<file path="config.mk">
export PLATFORM = sky130hd
export DESIGN_NAME = mux_scan
export DESIGN_NICKNAME = d
export VERILOG_FILES = /design/src/rtl/mux_scan.sv
export SDC_FILE = /design/constraint.sdc
export NUM_CORES = 1
export LEC_CHECK = 0
export BUFFER_PORTS_ARGS = -buffer_cell sky130_fd_sc_hd__buf_2
export CORE_AREA = 2 2 86 88
export DETAILED_ROUTE_END_ITERATION = 10
export DIE_AREA = 0 0 88 90
export PLACE_DENSITY = 0.64
export SLEW_MARGIN = 20
export SYNTH_ARGS = -nofsm -noshare
export SYNTH_HDL_FRONTEND = slang
export SYNTH_SLANG_ARGS = --single-unit
</file>
<file path="constraint.sdc">
create_clock -name clk -period 3.2 [get_ports clk]
set_input_delay 0.48 -clock clk [delete_from_list [all_inputs] [get_ports clk]]
set_output_delay 0.48 -clock clk [all_outputs]
set_load 0.01 [all_outputs]
</file>
<file path="src/rtl/mux_scan.sv">
// mux_scan: registered channel multiplexer with manual select and paused/resumable auto-scan
module mux_scan #(
  parameter int WIDTH    = 4,
  parameter int CHANNELS = 16,
  parameter int DWELL    = 1,
  localparam int SEL_W   = $clog2(CHANNELS)
) (
  input  logic                      clk,
  input  logic                      rst_n,
  input  logic [CHANNELS*WIDTH-1:0] X,
  input  logic [SEL_W-1:0]          sel,
  input  logic                      mode,
  input  logic                      en,
  output logic [WIDTH-1:0]          Y,
  output logic [SEL_W-1:0]          ch,
  output logic                      valid,
  output logic                      wrap,
  output logic                      err
);
  typedef enum logic [1:0] {IDLE, MANUAL, SCAN} state_t;
  state_t                r_state, w_state_nx;
  logic                  r_prior_scan;
  logic [SEL_W-1:0]      r_cnt, w_cnt, w_cnt_nx;
  logic [15:0]           r_dw, w_dw, w_dw_nx;
  logic [WIDTH-1:0]      w_ch [2**SEL_W];
  logic [WIDTH-1:0]      w_y;
  logic [SEL_W-1:0]      w_ch_o;
  logic                  w_valid, w_wrap, w_err;
  logic                  w_fresh, w_last_dw, w_last_ch, w_in_range;

  // Channel table padded to a power of two; padding slots read as zero so an
  // out-of-range manual select naturally yields Y=0.
  genvar k;
  generate
    for (k = 0; k < 2**SEL_W; k++) begin : g_ch
      if (k < CHANNELS) begin : g_in
        assign w_ch[k] = X[k*WIDTH +: WIDTH];
      end else begin : g_pad
        assign w_ch[k] = '0;
      end
    end
  endgenerate

  // State register plus the record of which active mode ran last (for resume)
  always_ff @(posedge clk or negedge rst_n) begin
    if (!rst_n) begin
      r_state      <= IDLE;
      r_prior_scan <= 1'b0;
    end else begin
      r_state      <= w_state_nx;
      r_prior_scan <= en ? mode : r_prior_scan;
    end
  end

  // Next state and next registered outputs; a scan restarts at channel 0 unless resuming a paused scan
  always_comb begin
    w_state_nx = !en ? IDLE : (mode ? SCAN : MANUAL);
    w_fresh    = (r_state == MANUAL) || (r_state == IDLE && !r_prior_scan);
    w_cnt      = w_fresh ? '0 : r_cnt;
    w_dw       = w_fresh ? '0 : r_dw;
    w_last_dw  = 32'(w_dw) == DWELL - 1;
    w_last_ch  = 32'(w_cnt) == CHANNELS - 1;
    w_in_range = 32'(sel) < CHANNELS;
    w_y        = Y;
    w_ch_o     = ch;
    w_valid    = 1'b0;
    w_wrap     = 1'b0;
    w_err      = err;
    w_cnt_nx   = r_cnt;
    w_dw_nx    = r_dw;
    if (w_state_nx == MANUAL) begin
      w_y     = w_ch[sel];
      w_ch_o  = sel;
      w_valid = 1'b1;
      w_err   = !w_in_range;
    end else if (w_state_nx == SCAN) begin
      w_y      = w_ch[w_cnt];
      w_ch_o   = w_cnt;
      w_valid  = 1'b1;
      w_err    = 1'b0;
      w_wrap   = !w_fresh && w_cnt == '0 && w_dw == '0;
      w_dw_nx  = w_last_dw ? '0 : w_dw + 16'd1;
      w_cnt_nx = !w_last_dw ? w_cnt : (w_last_ch ? '0 : w_cnt + SEL_W'(1));
    end
  end

  // Output and scan-counter registers
  always_ff @(posedge clk or negedge rst_n) begin
    if (!rst_n) begin
      Y     <= '0;
      ch    <= '0;
      valid <= 1'b0;
      wrap  <= 1'b0;
      err   <= 1'b0;
      r_cnt <= '0;
      r_dw  <= '0;
    end else begin
      Y     <= w_y;
      ch    <= w_ch_o;
      valid <= w_valid;
      wrap  <= w_wrap;
      err   <= w_err;
      r_cnt <= w_cnt_nx;
      r_dw  <= w_dw_nx;
    end
  end
endmodule

</file>
* After elaboration in Yosys (flattened, before gate mapping)
Index checks and enable logic that the tools add are counted.
Cells by class: $add $sub $neg 2, $lt $le $gt $ge 2, reduce and logical (&&, ||, !) cells 11, muxes and demuxes 23, equality and inequality tests 4, bitwise gates (word level) 3
Operators with widths (number):
- 2-to-1 mux 4 bit | 11
- binary-select mux 4 bit (select 4 bit) | 2
- 2-to-1 mux 16 bit | 2
- adder 16 x 1 -> 16 bit, second input constant | 1
- zero test 16 bit | 1
- greater-or-equal comparator 5 bit, second input constant | 2
- NOT 4 -> 5 bit | 2
- 2-to-1 mux 1 bit | 6
- adder 4 x 1 -> 4 bit, second input constant | 1
- == test 2 x 1 -> 1 bit, second input constant | 2
- == test 4 bit, second input constant | 1
- zero test 4 bit | 1
- 2-to-1 mux 2 bit | 2
- logical AND 1 bit | 3
- == test 2 bit, second input constant | 1
- zero test 1 bit | 2
- zero test 2 bit | 1
- AND reduction 2 bit | 1
- nonzero test 2 bit | 1
- logical OR 1 bit | 1
- NOT 1 bit | 1
Word-level totals: output and inout bits 11, input port bits 72, word-level logic and storage cells 54, flip-flop bits (word level) 34

* Longest topological paths before layout
word-level depth 10, mapped depth 12, gate-level depth less buffers 10

* Worst setup path before layout
No wires, ideal clock.
path type reg2reg, start reg r_state[0], end reg r_dw[6], slack 0.867 ns, arrival 2.269 ns, library setup time 0.064 ns, data required time 3.136 ns, period minus slack after synthesis 2.333 ns, buffers on the path 1, cell stages (with the launch flop) 12, cells stage by stage dfrtp_1 > nand2b_1 > nand2_1 > buf_2 > nand2_1 > inv_1 > ha_1 > and3_1 > o21ai_1 > or4_1 > a21oi_1 > a21o_1
On the way: word-level cells in the longest chain between the ends 6, elaborated cells between the ends (all ways) 8, those cells by class add/sub (1); eq/ne (1); mux (2); reduce/logical (4)
Ends and longest elaborated chain:
- from (decl) | line 21 | state_t r_state, w_state_nx;
- from (signal assigned) | line 50 | r_state <= w_state_nx;
- zero test 2 bit | line 58 | w_fresh = (r_state == MANUAL) || (r_state == IDLE && !r_prior_scan);
- logical AND 1 bit | line 58
- logical OR 1 bit (*) | line 58
- 2-to-1 mux 16 bit (*) | line 60 | w_dw = w_fresh ? '0 : r_dw;
- adder 16 x 1 -> 16 bit / zero test 16 bit (equally long branches) | line 82, 61
- 2-to-1 mux 16 bit (*) | line 82 | w_dw_nx = w_last_dw ? '0 : w_dw + 16'd1;
- to (signal assigned) | line 104 | r_dw <= w_dw_nx;
- to (decl) | line 24 | logic [15:0] r_dw, w_dw, w_dw_nx;
Every way passes the cells marked *; elsewhere a longest branch is shown, timed or not. A chain may end at the register's enable or synchronous reset.

* Final worst setup path
start reg r_state[1], end reg r_dw[14]
The elaborated chain is that of the path after synthesis.

==> results.yml <==
synth:
  syn_inst: 337
  netlist_area_um2: 3040
  synth_flop_cell: "dfrtp_1"
  yosys_warnings: 0
  yosys.area.top_type: "dfrtp_1"
  yosysTopAreaCellShare_pct: 27.1
  synth_fp_nets: 413
  synth_edf_count: 0
  async_flop_share_pct: 100
  seq_area_frac_synth_pct: 27.1
  ys_seq_elements: 33
  syn_avg_cell_area_um2: 9.03
  synth_cell_types: 59
  synth.area.top_cells: "dfrtp_1 27%, mux4_2 8.1%, a21oi_1 6.1%"
routing:
  final_antenna_net_count: 0
  drc: 0
  wl_per_cell_um: 17.8
  totalWireLength_um: 8980
  drt_iter0_drc: 182
  drt_pass1_iterations: 5
  vias_per_cell: 6.03
  vias: 3038
clock_tree:
  cts_buffer_depth: 2
  post_cts_resized: 0
  clock_insertion_delay_worst_skew_ns: 0.29
  htree_num_levels: 2
  cts-root-buf: "clkbuf_8"
  cts_setup_buffers: 0
  holdBufCountCts: 0
  numCtsBuffers: 5
  clk_pin_slew_worst_paths_ns: 0.08
  cts_tree: "built"
  cts_num_sinks: 33
power:
  p_int_mw: 1.12
  seqPwrFrac_pct: 33.0
  p_switching_mw: 0.638
  power_density_nw_per_um2: 487
  combPwrFrac_pct: 39.1
  swShare_pct: 36.4
  leakagePower_nw: 1.57
  pwr-share-clk_pct: 27.8
  peakVddDrop_mv: 0.276
layout:
  multi_input_area_um2: 2000
  seq_area_um2: 826
  layout-drive-gt1-share_pct: 30.4
  antennaDiodeCount: 0
  area_growth_pct: 18.4
  final_area_um2: 3600
  final_nets: 480
  fill_cells: 670
sta:
  final.setup.tns_ns: 0
  worst_hold_slack_ns: 0.252
  drv_slew: 0
  slew-limit-headroom_pct: 42.7
  skew_ns: 0.00863
  tightest_slew_ns: 0.860
  setup_viol: 0
  fmax_ghz: 0.420
  finalCritPeriodShare_pct: 74.3
  hold_violations: 0
  rsz0062_at_grt: "false"
  period_needed_ns: 2.38
worst_setup_path:
  timing.rr.start: "r_state[1]"
  critPathLaunch: "r_state[1]"
  crit_type: "reg2reg"
  setup.worst_path.start_class: "flop"
  critPathArrivalTime_ns: 2.54
  end_kind: "flop"
  worst-path-max-fanout: 7
  crit_required_ns: 3.36
die:
  start_util_pct: 43.3
  die-area_um2: 7920
  io_pins: 83
  fp.dieH_um: 90
  core_area_um2: 7020
  rows: 31
  die_w_um: 88
placed_design:
  postPlaceCellArea_um2: 3460
  place.gp.congestion: 0.906
  port_buffers: 81
  dp_hpwl_um: 6580
grt:
  grt_pass1_vias: 2946
  grt.overflow.total: 0
  grt_max_degree: 34
  grt_usage_pct: 22.2
  grt_pass1_wl_um: 14200
  antenna_found_initial: 0
worst_hold_path:
  min_path_type: "in2async"
status:
  outcome: "finished, final reports clean"
run:
  cap_violations: 0
[power by group through the flow]
stage / Clock, mW / Sequential [mW] / Combinational, mW
after floorplan: 0 / 0.505 / 0.573
after global placement: 0 / 0.585 / 0.675
after detailed placement: 0 / 0.585 / 0.682
after CTS: 0.498 / 0.578 / 0.686
after global routing: 0.518 / 0.593 / 0.756
final: 0.488 / 0.579 / 0.686
[metal layers]
layer	up-vias	global-route usage, %	share of wire (%)
li1	1432	-	-
met1	1432	30.2	42
met2	153	35.2	48
met3	21	4.68	7.8
met4	0	6.92	2.2
met5	-	0	0
[worst paths after layout]
check | slack [ns] | cells after the start | endpoint
worst max-delay path | 0.82 | 10 | r_dw[14]
worst min-delay path | 0.25 | 1 | r_dw[0]
worst max register to register | 0.82 | 10 | r_dw[14]
worst min register to register | 0.47 | 1 | r_dw[15]
max in group asynchronous | 2.46 | 1 | r_prior_scan
min in group clk | 0.40 | 1 | valid
[worst max-delay path, stage by stage, from the launching register on]
cell and delay, ns:
dfrtp_1 0.47, inv_1 0.14, nand2_1 0.13, nand2_1 0.08, inv_1 0.08, ha_1 0.21, and3_1 0.20, o21ai_1 0.17
nor4_2 0.50, a21o_1 0.19, a31oi_1 0.08
[synthesized netlist by cell type, types with 5 or more instances]
library cell	number
mux4_2	11
clkbuf_1	10
a31oi_1	6
nor2b_1	12
nor3_1	7
a211oi_1	7
buf_2	10
nand3_1	11
mux2_2	9
dfrtp_1	33
nand2_1	29
and3_1	5
a21o_1	7
o21ai_0	15
a21oi_1	37
a2111oi_0	6
mux2i_1	13
inv_1	16
nor2_1	13
nand4_1	8
mux4_1	6
[sequential cells by signal (all words and copies together), names as in the netlist]
name,cells
ch,4
r_state,2
valid,1
r_cnt,4
Y,4
r_prior_scan,1
wrap,1
r_dw,16
[through the flow]
stage                     util (%)  setup slack [ns]  cells  power [mW]
after floorplan                  -             0.867    337        1.08
after global placement        49.3             0.897    496        1.26
after detailed placement      49.3             0.863    496        1.27
after CTS                     51.3             0.826    504        1.76
after global routing          51.3             0.565    504        1.87
final                         51.3             0.821    504        1.75
[cell families after synthesis]
group / synth area share (%)
AO/OA/AOI/OAI: 26.1
XOR/XNOR: 0.288
adder cells (fa/ha/maj): 1.64
buffers and inverters: 7.11
flip-flops: 27.1
multiplexers: 20.9
other: 0.123
AND/OR/NAND/NOR: 16.7
[area by class of cell]
cell class	instances	share of cell area [%]
Sequential cell	33	22.9
Timing Repair Buffer	87	12.5
Clock inverter	3	1.91
Tap cell	99	3.44
Inverter	17	1.77
Multi-Input combinational cell	260	55.5
Clock buffer	5	1.91
[cells in the final DEF, fill, tap and decap left out, types with 4 or more instances in the layout]
| master | count |
|---|---|
| clkbuf_8 | 5 |
| nand2_1 | 29 |
| o21ai_1 | 4 |
| nor2_1 | 13 |
| nor2b_1 | 12 |
| buf_4 | 6 |
| ha_1 | 4 |
| a31oi_1 | 6 |
| a211oi_1 | 7 |
| a21oi_1 | 37 |
| a21o_1 | 7 |
| a221oi_1 | 4 |
| mux2_2 | 9 |
| nor3_1 | 7 |
| o31ai_1 | 4 |
| mux2i_1 | 13 |
| dfrtp_1 | 33 |
| nand3_1 | 11 |
| mux4_1 | 6 |
| a2111oi_0 | 6 |
| nand4_1 | 8 |
| and3_1 | 5 |
| buf_2 | 81 |
| o21ai_0 | 15 |
| mux4_2 | 11 |
| inv_1 | 16 |
Note: power is estimated with default switching activity, not from simulation.
